`src/rtl/raster_coord_gen.sv`:
```
`default_nettype none
// ============================================================================
// Module  : raster_coord_gen
// Brief   : Row-major {y,x} coordinate generator with toroidal row wrap and
//           valid/ready output handshake.
// Revision: 1.0
// ============================================================================
module raster_coord_gen #(
  parameter int CW     = 4,
  parameter int GRID_W = 8,
  parameter int GRID_H = 8
) (
  input  logic            clk_i,
  input  logic            rst_i,
  input  logic            start_i,
  input  logic [CW-1:0]   start_row_i,
  input  logic [CW-1:0]   num_rows_i,
  input  logic            coord_ready_i,
  output logic            coord_valid_o,
  output logic [2*CW-1:0] coord_o,
  output logic            last_o,
  output logic            busy_o,
  output logic            done_o
);

  localparam logic [CW-1:0] c_one    = CW'(1);
  localparam logic [CW-1:0] c_grid_w = CW'(GRID_W);
  localparam logic [CW-1:0] c_grid_h = CW'(GRID_H);

  typedef enum logic [1:0] {
    S_IDLE = 2'd0,
    S_SCAN = 2'd1,
    S_DONE = 2'd2
  } state_t;

  state_t        r_state, w_state_nxt;
  logic [CW-1:0] r_x, w_x_nxt;
  logic [CW-1:0] r_y, w_y_nxt;
  logic [CW-1:0] r_rows_done, w_rows_done_nxt;
  logic [CW-1:0] r_num_rows, w_num_rows_nxt;
  logic [CW-1:0] w_start_row;
  logic [CW-1:0] w_num_rows;
  logic          w_last;

  // Out-of-range requests are clamped before latching.
  assign w_start_row = ((start_row_i == '0) || (start_row_i > c_grid_h)) ? c_one : start_row_i;
  assign w_num_rows  = (num_rows_i == '0)     ? c_one    :
                       (num_rows_i > c_grid_h) ? c_grid_h : num_rows_i;

  assign w_last = (r_state == S_SCAN) && (r_x == c_grid_w) &&
                  (r_rows_done == (r_num_rows - c_one));

  always_ff @(posedge clk_i or negedge rst_i) begin
    if (!rst_i) begin
      r_state     <= S_IDLE;
      r_x         <= '0;
      r_y         <= '0;
      r_rows_done <= '0;
      r_num_rows  <= '0;
    end else begin
      r_state     <= w_state_nxt;
      r_x         <= w_x_nxt;
      r_y         <= w_y_nxt;
      r_rows_done <= w_rows_done_nxt;
      r_num_rows  <= w_num_rows_nxt;
    end
  end

  always_comb begin
    w_state_nxt     = r_state;
    w_x_nxt         = r_x;
    w_y_nxt         = r_y;
    w_rows_done_nxt = r_rows_done;
    w_num_rows_nxt  = r_num_rows;
    case (r_state)
      S_IDLE: begin
        if (start_i) begin
          w_x_nxt         = c_one;
          w_y_nxt         = w_start_row;
          w_rows_done_nxt = '0;
          w_num_rows_nxt  = w_num_rows;
          w_state_nxt     = S_SCAN;
        end
      end
      S_SCAN: begin
        if (coord_ready_i) begin
          // The final coordinate stays on coord_o after the scan ends.
          if (w_last) begin
            w_state_nxt = S_DONE;
          end else if (r_x == c_grid_w) begin
            w_x_nxt         = c_one;
            w_y_nxt         = (r_y == c_grid_h) ? c_one : (r_y + c_one);
            w_rows_done_nxt = r_rows_done + c_one;
          end else begin
            w_x_nxt = r_x + c_one;
          end
        end
      end
      S_DONE: begin
        w_state_nxt = S_IDLE;
      end
      default: begin
        w_state_nxt = S_IDLE;
      end
    endcase
  end

  assign coord_valid_o = (r_state == S_SCAN);
  assign coord_o       = {r_y, r_x};
  assign last_o        = w_last;
  assign busy_o        = (r_state != S_IDLE);
  assign done_o        = (r_state == S_DONE);

endmodule
`default_nettype wire

```
`config.mk`:
```
export PLATFORM = sky130hd
export DESIGN_NAME = raster_coord_gen
export DESIGN_NICKNAME = d
export VERILOG_FILES = /design/src/rtl/raster_coord_gen.sv
export SDC_FILE = /design/constraint.sdc
export NUM_CORES = 1
export LEC_CHECK = 0
export CAP_MARGIN = 15
export CORE_UTILIZATION = 51
export DETAILED_ROUTE_END_ITERATION = 10
export PLACE_DENSITY_LB_ADDON = 0.15
export SYNTH_ARGS = -nofsm -noshare
export SYNTH_HDL_FRONTEND = slang
export SYNTH_SLANG_ARGS = --single-unit
```
`constraint.sdc`:
```
create_clock -name clk_i -period 2.12 [get_ports clk_i]
set_input_delay 0.424 -clock clk_i [delete_from_list [all_inputs] [get_ports clk_i]]
set_output_delay 0.424 -clock clk_i [all_outputs]
set_load 0.01 [all_outputs]
```
==> reports/qor.csv, run 1 <==
metric,value,unit
outcome,"finished, final reports clean",
rsz0062_at_grt,yes,
ctsLongestPathBuffers,2,
ys_ff_latch,18,
arrival,1640,ps
period_minus_slack,2070,ps
yosys_warnings,0,
cts_buffers,3,
chipHeight,51.0,um
fin_skew,3.19,ps
seq_area_frac_synth,0.368,
grt_pass1_wl,4580,um
dieArea,2600,sq um
drt-total-wl,2800,um
cts_tree,yes,
use_met2,0.395,
critPathCaptureType,output pin,
globalRoute.totalOverflow,0,
initial_core_util,0.548,
first_iter_violations,25,
dp_hpwl,2030,um
track_usage,0.243,
drive_gt1_frac,0.222,
clkSinkCount,18,
slew_headroom,0.773,
drcViolationCount,0,
start_kind,register,
met3_usage,0.0476,
first_global_vias,1035,
cts_hold_buf,0,
dr.pass1.iters,4,
vias_per_cell,5.58,
num_rows,17,
setup_viol,0,
yosys.area_share.simple,0.246,
avgSynthCellArea,9.80,sq um
synth.distinct_cells,46,
critPathKind,register to output pin,
synth_fa_ha_area_frac,0.0613,
hold_violations,0,
die_x,51.0,um
vias,1037,
diodes,0,
synth_nets,143,
fin_cells,186,
place_area,1530,sq um
grt.busiest_layer,met2,
worstPathRequired,1700,ps
core,2230,sq um
htreeDepth,1,
grtUsageMet1,0.294,
final_cell_mix,"clkdlybuf4s50_1 (22), dfrtp_1 (18), nand2_1 (9), buf_4 (9), o21ai_0 (8)",
holdCritPathClass,primary input to async pin,
ios,24,
portBuffers,23,
clkTransAtPathRegs,110,ps
muxShareOfSynthArea,0.0582,
ant_nets,0,
routabilityCongestion,0.790,
final_common_cell,clkdlybuf4s50_1,
tns,0,ps
synth_enable_flop_cells,0,
powerDensity,1360,nW/um^2
dp.cells,181,
final_cell_area,1590,sq um
synth_top_family_by_area,simple AND/OR/NAND/NOR gates,
layout.nets,177,
cp_max_fo,8,
vdd_drop_max,0.000798,V
synth_compound_gate_area_share,0.149,
cts_root_buffer,clkbuf_4,
ys_async_sr_fraction,1.00,
grt_max_degree,19,
wl_per_cell,15.0,um
netlist_area,1220,sq um
max_freq,483,MHz
p_leak,0.694,nW
worst_pin_slew,340,ps
synth_xor_area_frac,0.0623,
finalPower,0.00216,W
drv_cap,0,
min_period_over_period,0.976,
antenna_found_initial,0,
slew_violations,0,
clk_latency,300,ps
synth-main-ff-cell,dfrtp_1,
area_delta_synth_final,30.0,%
syn_inst,125,
[routing by layer]
metal | up-vias | wire, um
li1 | 509 | -
met3 | 4 | 171
met2 | 42 | 1360
met1 | 482 | 1220
met5 | - | 0
met4 | 0 | 40
[where the power goes]
group          switching, W  internal, W
registers          0.000151     0.000479
clock network      0.000114     0.000105
logic              0.000643     0.000669
total              0.000908      0.00125
[cell families (layout without fill, tap and decap cells)]
group | after synthesis | count (layout)
xor+xnor | 7 | 7
fa+ha+maj | 6 | 6
buf+inv | 13 | 46
mux | 6 | 6
compound gates | 25 | 25
simple gates | 50 | 50
flops | 18 | 18
[timing repair]
| action | in CTS | in global routing |
|---|---|---|
| hold endpoints to repair | 0 | 0 |
| setup buffers | 0 | 1 |
| pin swaps | 1 | 4 |
| gates resized for setup | 5 | 5 |
| endpoints found under the setup margin | 1 | 2 |
[cell type report]
class,instances,area [sq um]
multi-input combinational,94,727
fill,178,641
sequential,18,450
timing repair buffer,32,299
inverter,10,45.0
clock buffer,4,36.3
tap,28,35.0
[worst max-delay path, stage by stage (launching register included)]
cell and delay, ps:
dfrtp_1 410, buf_4 180, or2_2 290, clkdlybuf4s50_1 470
[Yosys cell counts, types with 2 or more instances]
| master | instances | area, sq um |
|---|---|---|
| inv_1 | 9 | 33.8 |
| dfrtp_1 | 18 | 450 |
| nand2b_1 | 5 | 31.3 |
| nor3b_1 | 3 | 22.5 |
| nor3_1 | 4 | 20.0 |
| nor2_2 | 2 | 12.5 |
| and2_1 | 2 | 12.5 |
| nand3_1 | 6 | 30.0 |
| xnor2_1 | 4 | 35.0 |
| o311ai_1 | 2 | 17.5 |
| a21oi_1 | 4 | 20.0 |
| a31oi_1 | 2 | 12.5 |
| mux2i_1 | 3 | 30.0 |
| o21ai_0 | 8 | 40.0 |
| nand2_1 | 9 | 33.8 |
| mux2_4 | 2 | 30.0 |
| nor2_1 | 8 | 30.0 |
| ha_1 | 6 | 75.1 |
[flip-flops by register name (all words and copies together) (netlist names)]
signal / cells
r_state: 2
r_y: 4
r_rows_done: 4
r_x: 4
r_num_rows: 4
[per-stage QoR]
step | worst slack [ps] | hold slack, ps | util
finish | 51.1 | 439 | 0.713
global route | -5.42 | 472 | 0.713
CTS | 4.81 | 432 | 0.699
detailed placement | -91.3 | 538 | 0.684
global placement | -23.5 | 534 | 0.684
floorplan | 298 | 128 | -
[final timing paths]
kind | startpoint | to | slack (ps) | cells after the start
setup / recovery | r_state[0] | busy_o | 50 | 3
hold / removal | rst_i | r_x[0] | 440 | 2
setup reg to reg | r_num_rows[1] | r_rows_done[0] | 110 | 8
hold reg to reg | r_x[2] | r_x[2] | 570 | 1
max in group asynchronous | rst_i | r_y[0] | 1480 | 2
min in group clk_i | r_x[2] | r_x[2] | 570 | 1
(Power assumes the default switching activity.)
==> run 2, diff against run 1 <==
--- a/config.mk
+++ b/config.mk
@@ -7,6 +7,8 @@
 export LEC_CHECK = 0
 export CAP_MARGIN = 15
 export CORE_UTILIZATION = 51
+export CTS_BUF_LIST = sky130_fd_sc_hd__clkbuf_8 sky130_fd_sc_hd__clkbuf_16
+export CTS_CLUSTER_DIAMETER = 50
 export DETAILED_ROUTE_END_ITERATION = 10
 export PLACE_DENSITY_LB_ADDON = 0.15
 export SYNTH_ARGS = -nofsm -noshare
==> reports/qor.csv, run 2 (same netlist as run 1, synthesis figures left out) <==
metric,value,unit
cp_max_fo,8,
cts_root_buffer,clkbuf_8,
fin_cells,185,
start_kind,register,
ios,24,
clk_latency,260,ps
vdd_drop_max,0.000833,V
arrival,1620,ps
slew_violations,0,
dr.pass1.iters,4,
first_global_vias,1040,
min_period_over_period,0.966,
slew_headroom,0.768,
final_common_cell,clkdlybuf4s50_1,
reg2reg_slack,130,ps
layout.nets,176,
p_leak,0.697,nW
fin_ws,72.1,ps
drive_gt1_frac,0.210,
max_freq,488,MHz
final_cell_area,1600,sq um
drt-total-wl,2770,um
cts_buffers,3,
cts_tree,yes,
fill_cells,174,
outcome,"finished, final reports clean",
final_cell_mix,"clkdlybuf4s50_1 (22), dfrtp_1 (18), nand2_1 (9)",
antenna_found_initial,0,
hold_violations,0,
finalPower,0.00223,W
critPathKind,register to output pin,
rr_worst_depth,8,
whs,488,ps
drcViolationCount,0,
first_iter_violations,32,
setup_viol,0,
place_area,1530,sq um
track_usage,0.245,
htreeDepth,1,
vias_per_cell,5.64,
powerDensity,1390,nW/um^2
wl_per_cell,15.0,um
routabilityCongestion,0.790,
post-place-ws,-91.3,ps
worst_pin_slew,348,ps
period_minus_slack,2050,ps
critPathCaptureType,output pin,
chipHeight,51.0,um
r2r-end,r_rows_done[0],
post_cts_buffers,0,
reg2reg_from,r_num_rows[1],
clkSinkCount,18,
ctsLongestPathBuffers,2,
drv_cap,0,
globalRoute.totalOverflow,0,
ant_nets,0,
die_x,51.0,um
dp_hpwl,2030,um
clkTransAtPathRegs,70,ps
num_rows,17,
dieArea,2600,sq um
portBuffers,23,
vias,1044,
diodes,0,
area_delta_synth_final,31.0,%
holdCritPathClass,primary input to async pin,
core,2230,sq um
fin_skew,2.76,ps
rsz0062_at_grt,no,
dp.cells,181,
grt_max_degree,19,
initial_core_util,0.548,
worstPathRequired,1700,ps
grt_pass1_wl,4710,um
-- run 2: worst max-delay path by stage --
stage                      to           from
2_1_floorplan  r_rows_done[0]  r_num_rows[0]
3_3_place_gp           last_o  r_num_rows[0]
3_5_place_dp           last_o  r_num_rows[1]
4_1_cts                busy_o     r_state[0]
5_1_grt                busy_o     r_state[0]
6_report               busy_o     r_state[0]
-- run 2: stage by stage --
step | TNS, ps | util
global placement | -23.5 | 0.684
CTS | 0 | 0.708
finish | 0 | 0.718
floorplan | 0 | -
detailed placement | -91.3 | 0.684
global route | 0 | 0.718
-- run 2: worst max-delay path, cell delays in order (launching register included) --
cell and delay, ps:
dfrtp_1 420, buf_4 190, or2_2 290, clkdlybuf4s50_1 470
-- run 2: layout make-up --
class                      count  area (sq um)  area share
sequential                    18           450       0.281
inverter                      10          45.0      0.0281
timing repair buffer          31           292       0.182
multi-input combinational     94           727       0.453
clock buffer                   4          55.1      0.0343
tap                           28          35.0      0.0218
-- run 2: report_power, final --
part	leakage (nW)	switching (W)	internal (W)	total [W]
logic	0.456	0.000644	0.000665	0.00131
clock network	0.0288	0.000123	0.000165	0.000289
registers	0.212	0.000152	0.000481	0.000633
total	0.697	0.000920	0.00131	0.00223
-- run 2: metal layers --
layer	track usage	up-vias	wire length [um]
li1	-	506	-
met4	0.0880	0	40
met2	0.408	46	1370
met1	0.311	486	1180
met5	0	-	0
met3	0.0506	6	178
-- run 2: timing repair --
item / 4_1_cts / 5_1_grt
endpoints found under the setup margin: 1 / 1
gates resized for setup: 5 / 4
hold buffers: 0 / 0
pin swaps: 1 / 4
gates cloned: 0 / 0
==> run 3, diff against run 2 <==
--- a/config.mk
+++ b/config.mk
@@ -5,8 +5,9 @@
 export SDC_FILE = /design/constraint.sdc
 export NUM_CORES = 1
 export LEC_CHECK = 0
+export ABC_CLOCK_PERIOD_IN_PS = 1750
 export CAP_MARGIN = 15
-export CORE_UTILIZATION = 51
+export CORE_UTILIZATION = 46
 export CTS_BUF_LIST = sky130_fd_sc_hd__clkbuf_8 sky130_fd_sc_hd__clkbuf_16
 export CTS_CLUSTER_DIAMETER = 50
 export DETAILED_ROUTE_END_ITERATION = 10
==> constraint.sdc (replaced) <==
create_clock -name clk_i -period 1.75 [get_ports clk_i]
set_input_delay 0.35 -clock clk_i [delete_from_list [all_inputs] [get_ports clk_i]]
set_output_delay 0.35 -clock clk_i [all_outputs]
set_load 0.01 [all_outputs]
==> reports/qor.csv, run 3 (same netlist as run 1, synthesis figures left out) <==
metric,value,unit
max_freq,532,MHz
cts_hold_buf,0,
antenna_found_initial,0,
dieArea,2870,sq um
layout.nets,193,
first_iter_violations,31,
drv_cap,0,
outcome,"complete, but fails checks",
reg2reg_from,r_num_rows[0],
fin_cells,204,
drive_gt1_frac,0.339,
min_period_over_period,1.07,
clkTransAtPathRegs,80,ps
ctsLongestPathBuffers,2,
critPathCaptureType,output pin,
reg2reg_slack,-130,ps
clk_latency,250,ps
first_global_vias,1036,
setup_viol,8,
crit_chain,inv_2 -> ha_4 -> xnor2_2 -> nor2_2 -> nand3b_4 -> nor2_4 -> buf_6,
initial_core_util,0.490,
p_seq_frac,0.245,
power.switching,0.00118,W
fin_skew,2.59,ps
slew_headroom,0.810,
comb_power_share,0.639,
intPower,0.00184,W
ios,24,
routabilityCongestion,0.751,
dr.pass1.iters,4,
period_minus_slack,1880,ps
rsz0062_at_grt,yes,
die_x,53.6,um
core,2500,sq um
swShare,0.391,
htreeDepth,1,
vias,1092,
finalPower,0.00302,W
final_cell_mix,"buf_4 (23), clkdlybuf4s50_1 (19), dfrtp_1 (17)",
r2r-end,r_rows_done[0],
final_common_cell,buf_4,
grt_pass1_wl,4610,um
start_kind,register,
worstPathRequired,1400,ps
crit_buf_inv,2,
rr_worst_depth,8,
fin_ws,-129,ps
crit_path_top_delay_cell,dfrtp_1,
vdd_drop_max,0.00121,V
final_core_util,0.710,
vias_per_cell,5.35,
clkSinkCount,18,
ant_nets,0,
drt-total-wl,2880,um
critPathKind,register to output pin,
chipHeight,53.6,um
violations,setup timing,
cp_max_fo,2,
globalRoute.totalOverflow,0,
area_delta_synth_final,44.9,%
pwr-share-clk,0.116,
powerDensity,1700,nW/um^2
max_stage_delay,390,ps
worst_pin_slew,284,ps
num_rows,18,
hold_violations,0,
portBuffers,23,
slew_violations,0,
p_leak,0.800,nW
diodes,0,
grt_max_degree,19,
holdCritPathClass,primary input to async pin,
arrival,1530,ps
dp.cells,199,
cts_buffers,3,
wl_per_cell,14.1,um
cts_root_buffer,clkbuf_8,
track_usage,0.226,
cts_tree,yes,
drcViolationCount,0,
whs,428,ps
cp_top_family,flip-flops,
dp_hpwl,2160,um
[run 3: area by class of cell]
cell class                      count  area, sq um
Multi-Input combinational cell     94          763
Fill cell                         204          724
Sequential cell                    18          452
Timing Repair Buffer               48          423
Clock buffer                        4         55.1
Inverter                           10         45.0
Tap cell                           30         37.5
[run 3: what timing repair did]
action | 4_1_cts | 5_1_grt
buffers inserted | 1 | 0
endpoints found under the setup margin | 16 | 13
pin swaps | 5 | 4
resized for setup | 20 | 4
[run 3: per-layer routing]
metal  share of wire  global-route usage  vias to the layer above
li1                -                   -                      540
met1            0.46               0.301                      509
met2            0.49               0.383                       41
met3           0.047              0.0339                        2
met4          0.0052              0.0526                        0
met5               0                   0                        -
[run 3: power by group through the flow]
stage | clock (W) | combinational (W) | sequential (W)
5_1_grt | 0.000377 | 0.00208 | 0.000760
6_report | 0.000351 | 0.00193 | 0.000741
2_1_floorplan | 0 | 0.000980 | 0.000786
3_5_place_dp | 0 | 0.00175 | 0.000729
4_1_cts | 0.000355 | 0.00191 | 0.000734
3_3_place_gp | 0 | 0.00169 | 0.000723
[run 3: worst max path at each step]
stage | depth (start not counted) | startpoint | end | slack, ps
floorplan | 7 | r_num_rows[0] | r_rows_done[0] | -50
global placement | 7 | r_num_rows[1] | last_o | -300
detailed placement | 7 | r_num_rows[1] | last_o | -360
CTS | 7 | r_num_rows[0] | last_o | -150
global route | 8 | r_num_rows[0] | r_y[0] | -210
finish | 7 | r_num_rows[0] | last_o | -130
[run 3: per-stage QoR]
stage	setup slack (ps)	setup TNS (ps)	cell area (sq um)
floorplan	-53.9	-108	1220
CTS	-155	-836	1760
finish	-129	-571	1780
global placement	-302	-892	1650
global route	-205	-1510	1780
detailed placement	-363	-1220	1650
